===== src/rtl/bru_pkg.sv =====
// Shared branch-unit definitions: op encodings, skid-buffer states and resolved-beat flag width.
// Included by the decoder and IFU as well as the resolve stage.
package bru_pkg;

  typedef enum logic [2:0] {
    BRU_NONE = 3'd0,
    BRU_BR   = 3'd1,
    BRU_JAL  = 3'd2,
    BRU_JALR = 3'd3
  } bru_op_t;

  typedef enum logic [1:0] {
    SKID_EMPTY = 2'd0,
    SKID_ONE   = 2'd1,
    SKID_TWO   = 2'd2
  } skid_state_t;

  // Resolved-beat flags carried alongside pc/target/link: taken, redirect, misalign.
  localparam int unsigned BRU_FLAG_W = 3;

endpackage


===== src/rtl/bru_skid_buf.sv =====
// Generic 2-entry valid/ready skid buffer; ready depends only on registered state.
// kill empties the buffer and discards a concurrent push.
module bru_skid_buf
  import bru_pkg::*;
#(
  parameter int unsigned  W         = 8,
  parameter logic [W-1:0] RESET_VAL = '0
) (
  input  logic         clk,
  input  logic         rst_n,
  input  logic         kill,
  input  logic         push,
  input  logic [W-1:0] push_data,
  output logic         push_ready,
  output logic         pop_valid,
  input  logic         pop_ready,
  output logic [W-1:0] pop_data
);

  skid_state_t  state, state_next;
  logic [W-1:0] head, spare;
  logic         acc, deq;

  assign push_ready = (state != SKID_TWO);
  assign pop_valid  = (state != SKID_EMPTY);
  assign pop_data   = head;
  assign acc        = push & push_ready & ~kill;
  assign deq        = pop_valid & pop_ready;

  always_ff @(posedge clk or negedge rst_n) begin
    if (!rst_n) state <= SKID_EMPTY;
    else        state <= state_next;
  end

  always_comb begin
    state_next = state;
    if (kill) begin
      state_next = SKID_EMPTY;
    end else begin
      unique case (state)
        SKID_EMPTY: if (acc) state_next = SKID_ONE;
        SKID_ONE: begin
          if (acc && !deq)      state_next = SKID_TWO;
          else if (!acc && deq) state_next = SKID_EMPTY;
        end
        SKID_TWO:   if (deq) state_next = SKID_ONE;
        default:    state_next = SKID_EMPTY;
      endcase
    end
  end

  // head is the presented beat; spare only fills while head is stalled.
  always_ff @(posedge clk or negedge rst_n) begin
    if (!rst_n) begin
      head  <= RESET_VAL;
      spare <= RESET_VAL;
    end else begin
      if (acc && ((state == SKID_EMPTY) || ((state == SKID_ONE) && deq)))
        head <= push_data;
      else if ((state == SKID_TWO) && deq && !kill)
        head <= spare;
      if (acc && (state == SKID_ONE) && !deq)
        spare <= push_data;
    end
  end

endmodule


===== src/rtl/bru_resolve.sv =====
// Branch-resolution stage: resolves direction/target, flags mispredicts, squashes by epoch.
// Define BRU_PERF_EN to add perf_br_cnt / perf_mispred_cnt counters.
module bru_resolve
  import bru_pkg::*;
#(
  parameter int unsigned     XLEN     = 32,
  parameter logic [XLEN-1:0] RESET_PC = XLEN'(32'h8000_0000)
) (
  input  logic            clk,
  input  logic            rst_n,
  input  logic            flush_i,
  input  logic            in_valid,
  output logic            in_ready,
  input  logic [XLEN-1:0] in_pc,
  input  logic [XLEN-1:0] in_imm,
  input  logic [XLEN-1:0] in_rs1,
  input  logic [2:0]      in_op,
  input  logic            in_cmp,
  input  logic            in_pred_taken,
  input  logic [XLEN-1:0] in_pred_target,
  input  logic            in_epoch,
  output logic            out_valid,
  input  logic            out_ready,
  output logic [XLEN-1:0] out_pc,
  output logic            out_taken,
  output logic [XLEN-1:0] out_target,
  output logic [XLEN-1:0] out_link,
  output logic            out_redirect,
  output logic            out_misalign,
  output logic            cur_epoch
`ifdef BRU_PERF_EN
  ,
  output logic [31:0]     perf_br_cnt,
  output logic [31:0]     perf_mispred_cnt
`endif
);

`ifdef BRU_PERF_EN
  localparam int unsigned FW = BRU_FLAG_W + 1;
`else
  localparam int unsigned FW = BRU_FLAG_W;
`endif
  localparam int unsigned BW = 3 * XLEN + FW;
  localparam logic [BW-1:0] RST_BEAT = {RESET_PC, RESET_PC, RESET_PC + XLEN'(4), {FW{1'b0}}};

  logic [XLEN-1:0] jalr_sum, tgt, seq_pc, target;
  logic            taken, redirect, misalign;
  logic            push, kill, deq;
  logic [BW-1:0]   in_beat, out_beat;

  always_comb begin
    taken = 1'b0;
    case (in_op)
      BRU_BR:            taken = in_cmp;
      BRU_JAL, BRU_JALR: taken = 1'b1;
      default:           taken = 1'b0;
    endcase
  end

  assign jalr_sum = in_rs1 + in_imm;
  assign tgt      = (in_op == BRU_JALR) ? {jalr_sum[XLEN-1:1], 1'b0} : (in_pc + in_imm);
  assign seq_pc   = in_pc + XLEN'(4);
  assign target   = taken ? tgt : seq_pc;
  assign misalign = taken & (|tgt[1:0]);
  // A misaligned target traps instead of restarting fetch, so it never redirects.
  assign redirect = ((taken != in_pred_taken) |
                     (taken & in_pred_taken & (tgt != in_pred_target))) & ~misalign;

`ifdef BRU_PERF_EN
  logic out_is_br;
  assign in_beat = {in_pc, target, seq_pc, taken, redirect, misalign, (in_op != BRU_NONE)};
  assign {out_pc, out_target, out_link, out_taken, out_redirect, out_misalign, out_is_br} = out_beat;
`else
  assign in_beat = {in_pc, target, seq_pc, taken, redirect, misalign};
  assign {out_pc, out_target, out_link, out_taken, out_redirect, out_misalign} = out_beat;
`endif

  // Wrong-epoch beats still handshake (in_ready unaffected) but never enter the buffer.
  assign push = in_valid & (in_epoch == cur_epoch);
  assign deq  = out_valid & out_ready;
  assign kill = flush_i | (deq & out_redirect);

  bru_skid_buf #(
    .W         (BW),
    .RESET_VAL (RST_BEAT)
  ) u_skid (
    .clk        (clk),
    .rst_n      (rst_n),
    .kill       (kill),
    .push       (push),
    .push_data  (in_beat),
    .push_ready (in_ready),
    .pop_valid  (out_valid),
    .pop_ready  (out_ready),
    .pop_data   (out_beat)
  );

  always_ff @(posedge clk or negedge rst_n) begin
    if (!rst_n)    cur_epoch <= 1'b0;
    else if (kill) cur_epoch <= ~cur_epoch;
  end

`ifdef BRU_PERF_EN
  always_ff @(posedge clk or negedge rst_n) begin
    if (!rst_n) begin
      perf_br_cnt      <= '0;
      perf_mispred_cnt <= '0;
    end else if (deq && !flush_i) begin
      if (out_is_br)    perf_br_cnt      <= perf_br_cnt + 32'd1;
      if (out_redirect) perf_mispred_cnt <= perf_mispred_cnt + 32'd1;
    end
  end
`endif

endmodule


===== config.mk =====
export PLATFORM = sky130hd
export DESIGN_NAME = bru_resolve
export DESIGN_NICKNAME = d
export VERILOG_FILES = /design/src/rtl/bru_pkg.sv /design/src/rtl/bru_skid_buf.sv /design/src/rtl/bru_resolve.sv
export SDC_FILE = /design/constraint.sdc
export NUM_CORES = 1
export LEC_CHECK = 0
export ABC_CLOCK_PERIOD_IN_PS = 2670
export BUFFER_PORTS_ARGS = -buffer_cell sky130_fd_sc_hd__buf_2
export CAP_MARGIN = 10
export CELL_PAD_IN_SITES_DETAIL_PLACEMENT = 1
export CELL_PAD_IN_SITES_GLOBAL_PLACEMENT = 1
export CORE_ASPECT_RATIO = 0.5
export CORE_MARGIN = 4
export CORE_UTILIZATION = 40
export CTS_BUF_LIST = sky130_fd_sc_hd__clkbuf_4
export CTS_CLUSTER_DIAMETER = 200
export DETAILED_ROUTE_END_ITERATION = 10
export GPL_ROUTABILITY_DRIVEN = 0
export PLACE_DENSITY = 0.78
export SKIP_CTS_REPAIR_TIMING = 1
export SLEW_MARGIN = 10
export SYNTH_ARGS = -nofsm -noshare
export SYNTH_HDL_FRONTEND = slang
export SYNTH_HIERARCHICAL = 1
export SYNTH_SLANG_ARGS = --single-unit

===== constraint.sdc =====
create_clock -name clk -period 2.67 [get_ports clk]
set_input_delay 0.801 -clock clk [delete_from_list [all_inputs] [get_ports clk]]
set_output_delay 0.801 -clock clk [all_outputs]
set_load 0.02 [all_outputs]

# ---- Word level (Yosys, flattened, before mapping)
# Index checks and enable logic that the tools add are counted.
dict set report classes {
  add_sub_neg 3
  n_bitwise 14
  n_eq_ne 12
  mux 11
  reduce_logical 18
}
# cell count
set op_table {}
lappend op_table {{99-bit two-way mux} 2}
lappend op_table {{32-bit adder} 2}
lappend op_table {{32-bit two-way mux} 2}
lappend op_table {{32-bit by 3-bit adder with 32-bit output (second input constant)} 1}
lappend op_table {{32-bit inequality test} 1}
lappend op_table {{2-bit two-way mux} 5}
lappend op_table {{1-bit AND} 9}
lappend op_table {{1-bit logical AND} 8}
lappend op_table {{3-bit by 2-bit == test with 1-bit output (second input constant)} 2}
lappend op_table {{2-bit case mux with 3 select lines} 1}
lappend op_table {{4-bit by 1-bit inequality test with 1-bit output (second input constant)} 1}
lappend op_table {{2-bit nonzero test} 2}
lappend op_table {{2-bit OR reduction} 2}
lappend op_table {{3-bit by 1-bit == test with 1-bit output (second input constant)} 1}
lappend op_table {{1-bit logical NOT} 3}
lappend op_table {{3-bit by 1-bit inequality test with 1-bit output (second input constant)} 1}
lappend op_table {{3-bit by 2-bit inequality test with 1-bit output (second input constant)} 1}
lappend op_table {{1-bit NOT} 3}
lappend op_table {{3-bit AND reduction} 1}
lappend op_table {{2-bit by 1-bit == test with 1-bit output (second input constant)} 1}
lappend op_table {{2-bit == test (second input constant)} 1}
lappend op_table {{2-bit logical NOT} 1}
lappend op_table {{2-bit inequality test (second input constant)} 1}
lappend op_table {{1-bit OR} 2}
lappend op_table {{4 further kinds} 4}
dict set report word_totals {
  ff_bits 201
  wordCells 62
  in_bits 139
  output_inout_bits 102
}

# ---- Logic depth before layout (Yosys ltp)
dict set report logic_depth {
  depth_word 12
  ltp_mapped 15
  ltp_nobuf 14
}

# ---- By module
# Netlist, hierarchy kept.
# module seq_area_each_um2 area_each_um2 cells_per_inst n_inst
set by_module_without_submodules {}
lappend by_module_without_submodules {bru_skid_buf 5014.8 8096.5 555 1}
lappend by_module_without_submodules {bru_resolve 25.0 6384.9 953 1}

# ---- Worst setup path after synthesis
# Ideal clock, no wire load.
dict set report synth_path {
  path_type {in2reg}
  startpoint {in in_pc[0]}
  endpoint {reg u_skid.head[1], in the netlist u_skid/pop_data[1]}
  path_buffers 1
  stages 15
  setup_ns 0.126
  t_required_ns 2.544
  setup_slack_ns -1.343
  arrival_ns 3.887
  path_cell_list {ha_1 -> fa_1 -> a211o_1 -> a21o_1 -> a311oi_4 -> o31a_1 -> buf_2 -> mux2_2 -> o211ai_1 -> o211ai_1 -> nor4_1 -> nand4_1 -> nor2_1 -> nor3_1 -> a221o_1}
}
dict set report synth_via {
  elab_chain_len 7
  elab_cells_between_ends 10
  cone_classes {1 x add/sub; 1 x eq/ne; 2 x mux; 5 x bitwise; 1 x reduce/logical}
}
# item line
set synth_rtl {}
lappend synth_rtl {{start, declared} bru_resolve.sv:14} ;# input logic [XLEN-1:0] in_pc,
lappend synth_rtl {{32-bit adder *} bru_resolve.sv:61} ;# assign tgt = (in_op == BRU_JALR) ? {jalr_sum[XLEN-1:1], 1'b0} : (in_pc + in_imm);
lappend synth_rtl {{32-bit two-way mux *} bru_resolve.sv:61}
lappend synth_rtl {{32-bit inequality test or 2-bit OR reduction (tied branches)} {bru_resolve.sv:67, bru_resolve.sv:64}}
lappend synth_rtl {{1-bit AND, on equally long branches} {bru_resolve.sv:67, bru_resolve.sv:64}}
lappend synth_rtl {{1-bit OR or 1-bit NOT (tied branches)} {bru_resolve.sv:66, bru_resolve.sv:67}}
lappend synth_rtl {{1-bit AND *} bru_resolve.sv:67} ;# (taken & in_pred_taken & (tgt != in_pred_target))) & ~misalign;
lappend synth_rtl {{named net redirect} bru_resolve.sv:47} ;# logic taken, redirect, misalign;
lappend synth_rtl {{99-bit two-way mux *} bru_skid_buf.sv:58} ;# if (acc && ((state == SKID_EMPTY) || ((state == SKID_ONE) && deq)))
lappend synth_rtl {{end signal, assigned} bru_skid_buf.sv:59} ;# head <= push_data;
lappend synth_rtl {{end signal, assigned} bru_skid_buf.sv:61} ;# head <= spare;
lappend synth_rtl {{end, declared} bru_skid_buf.sv:21} ;# logic [W-1:0] head, spare;
# Mark *: on every way through the listed nets, which the timed path passes. The rest lies on a longest branch.
# A chain may end at the register's enable or synchronous reset.

# ---- Worst setup path after layout
dict set report layout_path {
  startpoint {in in_pc[2]}
  endpoint {reg u_skid.head[1], in the netlist u_skid/pop_data[1]}
}
dict set report layout_via {
  elab_chain_len 7
}
# item line
set layout_rtl {}
lappend layout_rtl {{32-bit adder} bru_resolve.sv:61}
lappend layout_rtl {{32-bit two-way mux} bru_resolve.sv:61}
lappend layout_rtl {{32-bit inequality test} bru_resolve.sv:67}
lappend layout_rtl {{1-bit AND} bru_resolve.sv:67}
lappend layout_rtl {{1-bit OR} bru_resolve.sv:66} ;# assign redirect = ((taken != in_pred_taken) |
lappend layout_rtl {{1-bit AND} bru_resolve.sv:67}
lappend layout_rtl {{named net redirect} bru_resolve.sv:47}
lappend layout_rtl {{99-bit two-way mux} bru_skid_buf.sv:58}
# The timed path passes the listed nets, and every way through them passes these cells.

==> results_dict.tcl <==
set metrics [dict create \
    hold_path.class "input port to async pin" \
    dpl.hpwl_um 50400 \
    clk_pin_slew_ns 0.12 \
    clock_latency_ns 0.77 \
    ys_warn_count 6 \
    slew-limit-headroom_pct 39.4 \
    finalSetupViolations 54 \
    io-pin-count 241 \
    power_density_nw_per_um2 745 \
    antenna_found_initial 9 \
    cts_made_buffers 46 \
    die_w_um 277 \
    timing.setup.tns_ns -25.10 \
    postRouteAntennaNets 0 \
    area_growth_pct 48.5 \
    rows 48 \
    synth_seq_area_share_pct 34.8 \
    finalWorstSetupSlack_ns -1.44 \
    placedCellCount 2532 \
    fin_util_pct 61.3 \
    rsz0062_at_grt "true" \
    synth_seq_cells 201 \
    slew_violations 0 \
    avgViaCountPerCell 6.84 \
    grt_first_pass_wirelength_um 97100 \
    fin_skew_ns 0.0685 \
    fin_cells 2642 \
    start_util_pct 41.3 \
    htreeDepth 2 \
    ir_worst_vdd_uv 382 \
    vias 18100 \
    grt_overflow_total 0 \
    syn_area_um2 14500 \
    drtIter0Drc 2322 \
    drc 0 \
    core-area_um2 35100 \
    synth-compound-area-share_pct 21.4 \
    fillers 3914 \
    synthSimpleGateAreaFrac_pct 18.8 \
    synth_top_family_by_area "compound AO/OA/AOI/OAI gates" \
    grtUsageTotal_pct 31.1 \
    synth_nets 1712 \
    grt_max_degree 73 \
    firstDrtPassIters 8 \
    synth-main-ff-cell "dfrtp_1" \
    yosys.area_share.adder_pct 5.72 \
    design_area_um2 21500 \
    drive_gt1_share_pct 49.5 \
    reg2reg_slack_ns 0.03 \
    post_dp_cell_area_um2 19800 \
    muxShareOfSynthArea_pct 9.58 \
    cts_max_path_buffers 3 \
    crit_required_ns 3.31 \
    clock-sinks 201 \
    violations "negative hold slack, negative setup slack" \
    clockRootBuffer "clkbuf_4" \
    status "finished, violations left" \
    dieArea_um2 39500 \
    crit_path_start_kind "input port" \
    port-buffer-count 240 \
    worstPathMaxFanout 4 \
    clock.fmax_ghz 0.243 \
    cts_tree "done" \
    worst_hold_slack_ns -0.0319 \
    period_needed_ns 4.11 \
    hold_violations 3 \
    endpoint_kind "register" \
    avgRoutedWirePerCell_um 32.6 \
    routed_wirelength_um 86000 \
    async_flop_share_pct 100 \
    avgSynthCellArea_um2 9.60 \
    crit_type "input port to register" \
    worstPathArrival_ns 4.75 \
    synthXorXnorAreaFrac_pct 6.06 \
    synth_cell_types 93 \
    grt_pass1_vias 16500 \
    postSynthCellCount 1508 \
    tightestPinTransition_ns 0.909 \
    leakage_nw 10.0 \
    max_cap_violations 0 \
    synth-edff-count 0 \
    finalNetCount 2337 \
    fp.dieH_um 143 \
    post-route-period-util_pct 154 \
]
==> kinds of logic (layout without fill, tap and decap cells) <==
group                      count (synthesis)  after routing
and+or+nand+nor                          502            502
AOI/OAI and AO/OA                        402            402
muxes                                    125            125
other                                      0             10
buffers and inverters                    116            765
xor gates and xnor gates                  97             97
adders and majority gates                 65             65
DFF                                      201            201
==> sequential cells by signal, indices dropped and copies added (netlist names) <==
register         flops
u_skid/spare        99
u_skid/pop_data     99
cur_epoch            1
u_skid/state         2
==> cells in the mapped netlist, types with 38 or more instances <==
cell | n | area [um2]
mux2_2 | 102 | 1150
nand2_1 | 103 | 387
xnor2_1 | 63 | 552
nor2_1 | 88 | 330
o21ai_0 | 43 | 215
nand3_1 | 38 | 190
buf_2 | 39 | 195
and2_1 | 109 | 682
dfrtp_1 | 193 | 4830
a21oi_1 | 75 | 375
a221o_1 | 102 | 1020
ha_1 | 63 | 788
clkbuf_1 | 52 | 195
==> stage by stage <==
step                setup slack, ns  total power [mW]
global placement              -1.71              11.7
detailed placement            -1.76              12.1
global route                  -1.51              16.5
CTS                           -1.10              14.7
finish                        -1.44              16.0
floorplan                     -1.19              8.97
==> routing by layer <==
metal / global-route usage, % / part of all wire (%)
met5: 0 / 0.035
met4: 11.7 / 10
met3: 5.38 / 11
met2: 53.5 / 44
met1: 39.7 / 34
==> critical path, stage by stage <==
cell       delay [ns]
buf_4            0.13
ha_4             0.28
buf_4            0.10
buf_6            0.11
o21ai_4          0.06
o21ai_4          0.19
buf_6            0.13
nand4_4          0.18
buf_6            0.20
a2111oi_4        0.53
nor2_2           0.12
a211o_1          0.36
xnor3_1          0.20
a21oi_1          0.54
nand4b_1         0.29
nor2_2           0.07
nor3_2           0.22
a221o_1          0.21
==> layout by cell type, fill, tap and decap left out, types with 10 or more instances in the layout <==
cell type	synthesis	final
a211o_1	11	11
a21o_1	23	23
a21oi_1	75	32
a21oi_2	2	28
a21oi_4	0	17
a221o_1	102	102
and2_1	109	106
and3_1	17	15
and4_1	12	10
buf_12	0	16
buf_2	39	231
buf_4	0	402
buf_6	6	27
clkbuf_4	0	67
dfrtp_1	193	193
diode_2	0	10
ha_1	63	30
ha_4	0	33
inv_1	13	13
mux2_2	102	96
mux2i_1	21	21
nand2_1	103	97
nand2b_1	10	10
nand3_1	38	33
nand4_1	24	24
nor2_1	88	77
nor3_1	24	21
o211ai_1	14	14
o21a_1	12	10
o21ai_0	43	28
or3_1	14	13
xnor2_1	63	58
xor2_1	32	28
==> cell type report <==
class,count,area [um2],share of cell area [%]
antenna,10,25.0,0.116
inverter,14,52.6,0.244
tap,475,594,2.76
clock buffer,67,503,2.34
timing repair buffer,679,4840,22.5
clock inverter,5,50.0,0.233
multi-input combinational,1191,10400,48.4
sequential,201,5040,23.4
==> where the power goes <==
part / internal [mW] / switching (mW) / total, mW
combinational: 3.41 / 4.38 / 7.80
sequential: 4.46 / 1.08 / 5.54
clock: 1.23 / 1.47 / 2.70
==> path summary, 6_finish.rpt <==
kind,end,cells past startpoint,from
setup reg to reg,u_skid/spare[63]$_DFFE_PN0P_,6,u_skid/state[0]$_DFFE_PN0P_
min in group clk,u_skid/state[1]$_DFFE_PN0P_,2,out_ready
hold / removal,u_skid/pop_data[30]$_DFFE_PN0P_,1,rst_n
hold reg to reg,u_skid/spare[44]$_DFFE_PN0P_,1,u_skid/spare[44]$_DFFE_PN0P_
setup / recovery,u_skid/pop_data[1]$_DFFE_PN0P_,18,in_pc[2]
max in group asynchronous,u_skid/pop_data[5]$_DFFE_PN1P_,2,rst_n
Power figures use the tool's default switching activity.
